$ cat config.mk
export PLATFORM = sky130hd
export DESIGN_NAME = battle_turn_controller_flat
export DESIGN_NICKNAME = d
export VERILOG_FILES = /design/src/rtl/battle_turn_controller_if.sv /design/src/rtl/battle_turn_controller.sv /design/src/flat_wrapper.sv
export SDC_FILE = /design/constraint.sdc
export NUM_CORES = 1
export LEC_CHECK = 0
export ABC_AREA = 0
export CORE_MARGIN = 10
export CORE_UTILIZATION = 57
export CTS_CLUSTER_DIAMETER = 100
export DETAILED_ROUTE_END_ITERATION = 7
export GPL_TIMING_DRIVEN = 0
export PLACE_DENSITY = 0.79
export SYNTH_ARGS = -nofsm -noshare
export SYNTH_HDL_FRONTEND = slang
export SYNTH_SLANG_ARGS = --single-unit
$ cat constraint.sdc
create_clock -name CLOCK_50 -period 3.2 [get_ports CLOCK_50]
set_clock_uncertainty 0.2 [all_clocks]
set_input_delay 0.64 -clock CLOCK_50 [delete_from_list [all_inputs] [get_ports CLOCK_50]]
set_output_delay 0.64 -clock CLOCK_50 [all_outputs]
set_load 0.03 [all_outputs]
$ cat src/rtl/battle_turn_controller_if.sv
// Handshake bundle between the battle turn controller and its neighbours.
// master drives the player/boss status inputs; slave is the controller itself.
interface battle_turn_controller_if;
    logic       start;
    logic       attack_btn;
    logic       you_lose;
    logic       boss_defeated;
    logic [2:0] phase;
    logic       health_enable;
    logic       bullet_enable;
    logic       health_reset;
    logic       hit_pulse;
    logic [3:0] seconds_left;
    logic [7:0] turn_count;
    logic       victory;
    logic       game_over;

    modport master (
        output start, attack_btn, you_lose, boss_defeated,
        input  phase, health_enable, bullet_enable, health_reset, hit_pulse,
        input  seconds_left, turn_count, victory, game_over
    );

    modport slave (
        input  start, attack_btn, you_lose, boss_defeated,
        output phase, health_enable, bullet_enable, health_reset, hit_pulse,
        output seconds_left, turn_count, victory, game_over
    );
endinterface

$ cat src/rtl/battle_turn_controller.sv
// Boss battle sequencer: alternates timed player and boss turns, watches the
// win/lose levels and latches the result until the next start pulse.
module battle_turn_controller #(
    parameter int unsigned TICKS_PER_SEC   = 50_000_000,
    parameter int unsigned PLAYER_TURN_SEC = 3,
    parameter int unsigned BOSS_TURN_SEC   = 5
) (
    input logic                     CLOCK_50,
    input logic                     reset,
    battle_turn_controller_if.slave bus
);

    localparam int unsigned       TICK_W     = (TICKS_PER_SEC > 1) ? $clog2(TICKS_PER_SEC) : 1;
    localparam logic [TICK_W-1:0] TICK_LAST  = TICK_W'(TICKS_PER_SEC - 1);
    localparam logic [3:0]        PLAYER_LEN = 4'(PLAYER_TURN_SEC);
    localparam logic [3:0]        BOSS_LEN   = 4'(BOSS_TURN_SEC);

    typedef enum logic [2:0] {
        StIdle    = 3'd0,
        StPlayer  = 3'd1,
        StBoss    = 3'd2,
        StVictory = 3'd3,
        StDefeat  = 3'd4
    } state_e;

    state_e            state_q, state_d;
    logic [TICK_W-1:0] tick_q, tick_d;
    logic [3:0]        secs_q, secs_d;
    logic [7:0]        turn_q, turn_d;
    logic              attack_q;
    logic              health_reset_q, health_reset_d;
    logic              hit_q, hit_d;
    logic              health_en_q, bullet_en_q, victory_q, game_over_q;

    logic in_turn, tick, expire, attack_rise, entering;

    assign in_turn     = (state_q == StPlayer) || (state_q == StBoss);
    assign tick        = in_turn && (tick_q == TICK_LAST);
    assign expire      = tick && (secs_q == 4'd1);
    assign attack_rise = bus.attack_btn && !attack_q;
    assign entering    = (state_d != state_q);

    // State and datapath registers
    always_ff @(posedge CLOCK_50 or posedge reset) begin
        if (reset) begin
            state_q        <= StIdle;
            tick_q         <= '0;
            secs_q         <= 4'd0;
            turn_q         <= 8'd0;
            attack_q       <= 1'b0;
            health_reset_q <= 1'b0;
            hit_q          <= 1'b0;
            health_en_q    <= 1'b0;
            bullet_en_q    <= 1'b0;
            victory_q      <= 1'b0;
            game_over_q    <= 1'b0;
        end else begin
            state_q        <= state_d;
            tick_q         <= tick_d;
            secs_q         <= secs_d;
            turn_q         <= turn_d;
            attack_q       <= bus.attack_btn;
            health_reset_q <= health_reset_d;
            hit_q          <= hit_d;
            health_en_q    <= (state_d == StPlayer);
            bullet_en_q    <= (state_d == StBoss);
            victory_q      <= (state_d == StVictory);
            game_over_q    <= (state_d == StVictory) || (state_d == StDefeat);
        end
    end

    // Next-state: losing outranks winning, which outranks the attack and the timer
    always_comb begin
        state_d = state_q;
        case (state_q)
            StIdle: begin
                if (bus.start) state_d = StPlayer;
            end
            StPlayer: begin
                if (bus.you_lose)                state_d = StDefeat;
                else if (bus.boss_defeated)      state_d = StVictory;
                else if (attack_rise || expire)  state_d = StBoss;
            end
            StBoss: begin
                if (bus.you_lose)                state_d = StDefeat;
                else if (bus.boss_defeated)      state_d = StVictory;
                else if (expire)                 state_d = StPlayer;
            end
            StVictory, StDefeat: begin
                if (bus.start) state_d = StPlayer;
            end
            default: state_d = StIdle;
        endcase
    end

    // Registered-output next values
    always_comb begin
        health_reset_d = (state_d == StPlayer) &&
                         ((state_q == StIdle) || (state_q == StVictory) || (state_q == StDefeat));
        hit_d          = (state_q == StPlayer) && (state_d == StBoss) && attack_rise;

        // Counter restarts on every entry so each turn is exactly LEN seconds long
        if (entering || !in_turn || tick) tick_d = '0;
        else                              tick_d = tick_q + TICK_W'(1);

        if (entering) begin
            case (state_d)
                StPlayer: secs_d = PLAYER_LEN;
                StBoss:   secs_d = BOSS_LEN;
                default:  secs_d = 4'd0;
            endcase
        end else if (tick) begin
            secs_d = secs_q - 4'd1;
        end else begin
            secs_d = secs_q;
        end

        if (health_reset_d) begin
            turn_d = 8'd0;
        end else if ((state_q == StBoss) && (state_d == StPlayer) && (turn_q != 8'hFF)) begin
            turn_d = turn_q + 8'd1;
        end else begin
            turn_d = turn_q;
        end
    end

    assign bus.phase         = state_q;
    assign bus.health_enable = health_en_q;
    assign bus.bullet_enable = bullet_en_q;
    assign bus.health_reset  = health_reset_q;
    assign bus.hit_pulse     = hit_q;
    assign bus.seconds_left  = secs_q;
    assign bus.turn_count    = turn_q;
    assign bus.victory       = victory_q;
    assign bus.game_over     = game_over_q;

endmodule
$ cat src/flat_wrapper.sv
// flat-port wrapper written by rule: the top's interface ports become plain ports
module battle_turn_controller_flat 
#(
    parameter int unsigned TICKS_PER_SEC   = 50_000_000,
    parameter int unsigned PLAYER_TURN_SEC = 3,
    parameter int unsigned BOSS_TURN_SEC   = 5
)
  (CLOCK_50, reset, bus_start, bus_attack_btn, bus_you_lose, bus_boss_defeated, bus_phase, bus_health_enable, bus_bullet_enable, bus_health_reset, bus_hit_pulse, bus_seconds_left, bus_turn_count, bus_victory, bus_game_over);
  battle_turn_controller_if bus_i ();
  input logic CLOCK_50;
  input logic reset;
  input wire logic [$bits(bus_i.start)-1:0] bus_start;
  input wire logic [$bits(bus_i.attack_btn)-1:0] bus_attack_btn;
  input wire logic [$bits(bus_i.you_lose)-1:0] bus_you_lose;
  input wire logic [$bits(bus_i.boss_defeated)-1:0] bus_boss_defeated;
  output wire logic [$bits(bus_i.phase)-1:0] bus_phase;
  output wire logic [$bits(bus_i.health_enable)-1:0] bus_health_enable;
  output wire logic [$bits(bus_i.bullet_enable)-1:0] bus_bullet_enable;
  output wire logic [$bits(bus_i.health_reset)-1:0] bus_health_reset;
  output wire logic [$bits(bus_i.hit_pulse)-1:0] bus_hit_pulse;
  output wire logic [$bits(bus_i.seconds_left)-1:0] bus_seconds_left;
  output wire logic [$bits(bus_i.turn_count)-1:0] bus_turn_count;
  output wire logic [$bits(bus_i.victory)-1:0] bus_victory;
  output wire logic [$bits(bus_i.game_over)-1:0] bus_game_over;
  assign bus_i.start = bus_start;
  assign bus_i.attack_btn = bus_attack_btn;
  assign bus_i.you_lose = bus_you_lose;
  assign bus_i.boss_defeated = bus_boss_defeated;
  assign bus_phase = bus_i.phase;
  assign bus_health_enable = bus_i.health_enable;
  assign bus_bullet_enable = bus_i.bullet_enable;
  assign bus_health_reset = bus_i.health_reset;
  assign bus_hit_pulse = bus_i.hit_pulse;
  assign bus_seconds_left = bus_i.seconds_left;
  assign bus_turn_count = bus_i.turn_count;
  assign bus_victory = bus_i.victory;
  assign bus_game_over = bus_i.game_over;
  battle_turn_controller #(.TICKS_PER_SEC(TICKS_PER_SEC), .PLAYER_TURN_SEC(PLAYER_TURN_SEC), .BOSS_TURN_SEC(BOSS_TURN_SEC)) u_core (.CLOCK_50(CLOCK_50), .reset(reset), .bus(bus_i));
endmodule
==> results by stage <==
Timing:
- Setup slack closes at 0.0845 ns.
- Setup repair after global routing could not meet its margin everywhere.
- The sum of negative setup slack is 0 ns.
- The smallest clock period supported by the final layout is computed as 3.12 ns.
- The final-layout worst hold slack is 0.336 ns.
- The slew at the pin with the worst max-slew slack is 1.01 ns.
- The final hold violation count came to 0.
- In this run the tightest slew margin relative to its limit is 32.8%.
- Setup violations remaining at the end of the flow were counted as 0.
- After layout, the worst path uses 97.4% of the clock period.
- The highest attainable clock frequency is 0.321 GHz.
- The number of slew-limit violations in the final report is 0.

Routing:
- In the routed design, unresolved DRC markers number 0.
- The post-detailed-routing wire length is 6.60 mm.
- The pre-antenna-repair detailed-routing pass consisted of 4 iterations.
- The detail route stage leaves a number of antenna-violating nets equal to 0.
- For this block, the via count after detailed routing is 2294.
- The routed length per instance is 16.9 um.
- The via count normalized by instance count is 5.88.
- The detailed router's first-iteration violation count is 137.

Logic synthesis:
- The number of warning messages in the yosys log is 0.
- The number of synthesized flops with an enable pin is 0.
- When the netlist entered floorplanning its net count stood at 293.
- The fraction of the mapped netlist area in compound gates is 11.2%.
- The synthesized area per cell is 10.1 um^2.
- After Yosys synthesis, and, or, nand and nor cells account for 31.2% of the synthesized area.
- The share of the synthesized netlist area taken by xor and xnor gates is 8.59%.
- The synthesized netlist contains 49 unique library cells.
- Sequential cells were found to cover 42.1% of the synthesized design area.
- The most instantiated flip-flop cell in the synthesis netlist is sky130_fd_sc_hd__dfrtp_1.
- After synthesis the netlist holds a flip-flop and latch count of 48.
- The proportion of register bits with asynchronous set or reset after synthesis is 100%.
- The summed instance area of the synthesized netlist is 0.00285 mm^2.
- The synthesized netlist devotes 1.75% of its cell area to adder and majority cells.
- Measured against the total synthesized area, the mux share comes to 0.701%.
- The number of instances in the synthesized netlist is 283.
- The dominant combinational cell family by area after synthesis is simple AND/OR/NAND/NOR gates.

Clocking:
- Clock-pin slew was measured on the worst setup and hold paths at 0.09 ns.
- In this run, CTS created clock tree buffers numbering 5.
- The maximum level of the CTS H-tree is 2.
- The number of buffers on the longest clock path is 2.
- TritonCTS built the clock tree.
- Counting every sink on the clock net gives 48.
- The buffer type at the clock tree root is sky130_fd_sc_hd__clkbuf_8.
- After clock tree synthesis, the flow added hold-fix buffers numbering 0.
- The clock latency of the later-clocked register in the worst-skew pair is 0.30 ns.

Setup path:
- The worst setup path is captured at a flop.
- The largest incremental delay on the critical path is 0.55 ns.
- Together, buffers and inverters on the worst path number 1.
- The kind of launch point of the worst setup path is a flop.
- The required time at the endpoint of the critical path is 3.20 ns.
- The slowest stage of the critical path is the sky130_fd_sc_hd__or4b_4 cell.
- The critical path goes through or4b_4 -> nor4_4 -> and4_4 -> nand3_1 -> and3_4 -> a221o_2 -> buf_8 -> nor4_2.
- The kind of cell with the highest combined delay on the critical path is simple AND/OR/NAND/NOR gates.
- The critical path is of the reg -> reg type.
- The maximum fanout count along the critical path is 10.
- The critical path data arrival time is 3.12 ns.

Floorplan:
- The initial core utilization is 59.6%.
- The die covers 0.00824 mm^2.
- The die height is 90.8 um.
- In this run the horizontal extent of the chip is 90.8 um.
- After floorplanning, the core was sized to cover 0.00479 mm^2.
- The floorplan has 25 rows.
- For this design the top-level I/O count stands at 27.

Placement:
- The worst-case setup slack after placement is -0.0393 ns.
- Input and output buffers added on the ports amount to 26.
- The HPWL after detailed placement is 4.58 mm.
- The final RePlAce weighted congestion is 0.873.
- In this run, placement finished with an instance count of 377.

Power:
- In this run, the clock network consumes 13.7% of the power.
- The design draws 2.56 mW.
- The power per unit of standard cell area is 740 mW/mm^2.
- VDD sags by at most 0.000664 V.
- Net switching is 48.2% of the power.
- For this design the total switching power over the nets is 1.23 mW.
- Sequential cells burn 29.7% of the power.
- The leakage power summed over all cells is 1.33 nW.
- The cell-internal power is 1.33 mW.
- The combinational group share of total power is 56.6%.

Final layout:
- The layout filler cell count is 374.
- The library cells used most frequently in the layout, excluding fill and tap cells, are sky130_fd_sc_hd__dfrtp_1, sky130_fd_sc_hd__clkdlybuf4s50_1, sky130_fd_sc_hd__nand2_1, sky130_fd_sc_hd__nor4_2.
- The final net count is 333.
- The area added between synthesis and finish is 21.1%.
- Of the cells placed in the final design, the portion with a size suffix greater than 1 is 18.3%.
- Leaving out fill and tap cells, the most frequent cell in the layout is sky130_fd_sc_hd__dfrtp_1.
- The count of cells in the finished layout, fillers not included, comes to 390.
- The number of inserted diodes is 0.

Global route:
- The number of global-route vias before repair is 2365.
- The initial antenna violation count came to 0.
- The global route total overflow is 0.
- The global-route wire length before repair is 10.8 mm.
- The maximum number of pins on one net before global-route repair is 37.
- The global-route usage over all layers is 15.5%.

Status:
- The run finished with clean final reports.

Hold path:
- The tightest min-delay check is of the reg -> reg type.

Flow run:
- The tool flagged a number of max-cap violations equal to 0.
cell usage after synthesis, types with 8 or more instances:
| cell type | instances | area [um^2] |
|---|---|---|
| sky130_fd_sc_hd__inv_1 | 13 | 48.8 |
| sky130_fd_sc_hd__o21ai_0 | 8 | 40.0 |
| sky130_fd_sc_hd__nor3_1 | 8 | 40.0 |
| sky130_fd_sc_hd__nor2_1 | 15 | 56.3 |
| sky130_fd_sc_hd__nor4_2 | 23 | 288 |
| sky130_fd_sc_hd__xor2_1 | 13 | 114 |
| sky130_fd_sc_hd__nand2_1 | 21 | 78.8 |
| sky130_fd_sc_hd__nand3_1 | 14 | 70.1 |
| sky130_fd_sc_hd__dfrtp_1 | 48 | 1200 |
| sky130_fd_sc_hd__clkbuf_1 | 11 | 41.3 |
| sky130_fd_sc_hd__o31ai_1 | 9 | 67.6 |
| sky130_fd_sc_hd__xnor2_1 | 15 | 131 |
registers in the layout (all words and copies together) (netlist names):
register and count:
u_core.tick_q 26, u_core.bus.game_over 1, u_core.bus.bullet_enable 1, u_core.bus.victory 1
u_core.bus.health_enable 1, u_core.bus.seconds_left 4, u_core.bus.health_reset 1, u_core.attack_q 1
u_core.bus.phase 3, u_core.bus.hit_pulse 1, u_core.bus.turn_count 8
worst paths after layout:
| kind | from | to | slack [ns] | cells after the start |
|---|---|---|---|---|
| worst max-delay path | u_core.tick_q[7] | u_core.tick_q[10] | 0.08 | 8 |
| worst min-delay path | u_core.bus.turn_count[5] | u_core.bus.turn_count[5] | 0.34 | 1 |
| worst max register to register | u_core.tick_q[7] | u_core.tick_q[10] | 0.08 | 8 |
| worst min register to register | u_core.bus.turn_count[5] | u_core.bus.turn_count[5] | 0.34 | 1 |
| max in group asynchronous | reset | u_core.tick_q[21] | 1.92 | 3 |
| min in group asynchronous | reset | u_core.tick_q[5] | 0.39 | 2 |
per-layer routing:
layer	global-route usage, %	up-vias	wire length, um
met1	17.6	1108	2720
met2	27.6	63	3500
li1	-	1108	-
met3	3.49	15	258
met5	0	-	0
met4	5.57	0	123
timing repair:
item,4_1_cts,5_1_grt
buffers inserted,0,4
hold endpoints to repair,0,0
gates resized for setup,0,22
setup endpoints to repair,0,31
power groups by stage:
stage          clock [mW]  sequential, mW  combinational, mW
5_1_grt             0.384           0.775               1.54
3_3_place_gp            0           0.765               1.26
2_1_floorplan           0           0.881              0.805
4_1_cts             0.360           0.760               1.28
6_report            0.351           0.760               1.45
3_5_place_dp            0           0.770               1.28
area by class of cell:
| cell class | instances | area [um^2] | share of cell area [%] |
|---|---|---|---|
| Buffer | 14 | 80.1 | 2.32 |
| Clock buffer | 5 | 68.8 | 1.99 |
| Clock inverter | 2 | 12.5 | 0.362 |
| Inverter | 14 | 52.6 | 1.52 |
| Multi-Input combinational cell | 207 | 1630 | 47.2 |
| Sequential cell | 48 | 1200 | 34.8 |
| Tap cell | 67 | 83.8 | 2.43 |
| Timing Repair Buffer | 33 | 323 | 9.34 |
per-stage QoR:
stage               utilization, %  instance area (um^2)
detailed placement            67.2                  3220
global placement              66.8                  3200
finish                        72.2                  3460
CTS                           68.9                  3300
global route                  72.2                  3460
floorplan                        -                  2850
cell families after synthesis:
family | after synthesis
xor gates and xnor gates | 28
DFF | 48
muxes | 2
adders and majority gates | 4
and+or+nand+nor | 128
AOI/OAI and AO/OA | 45
buffers and inverters | 28
(Power assumes the default switching activity.)
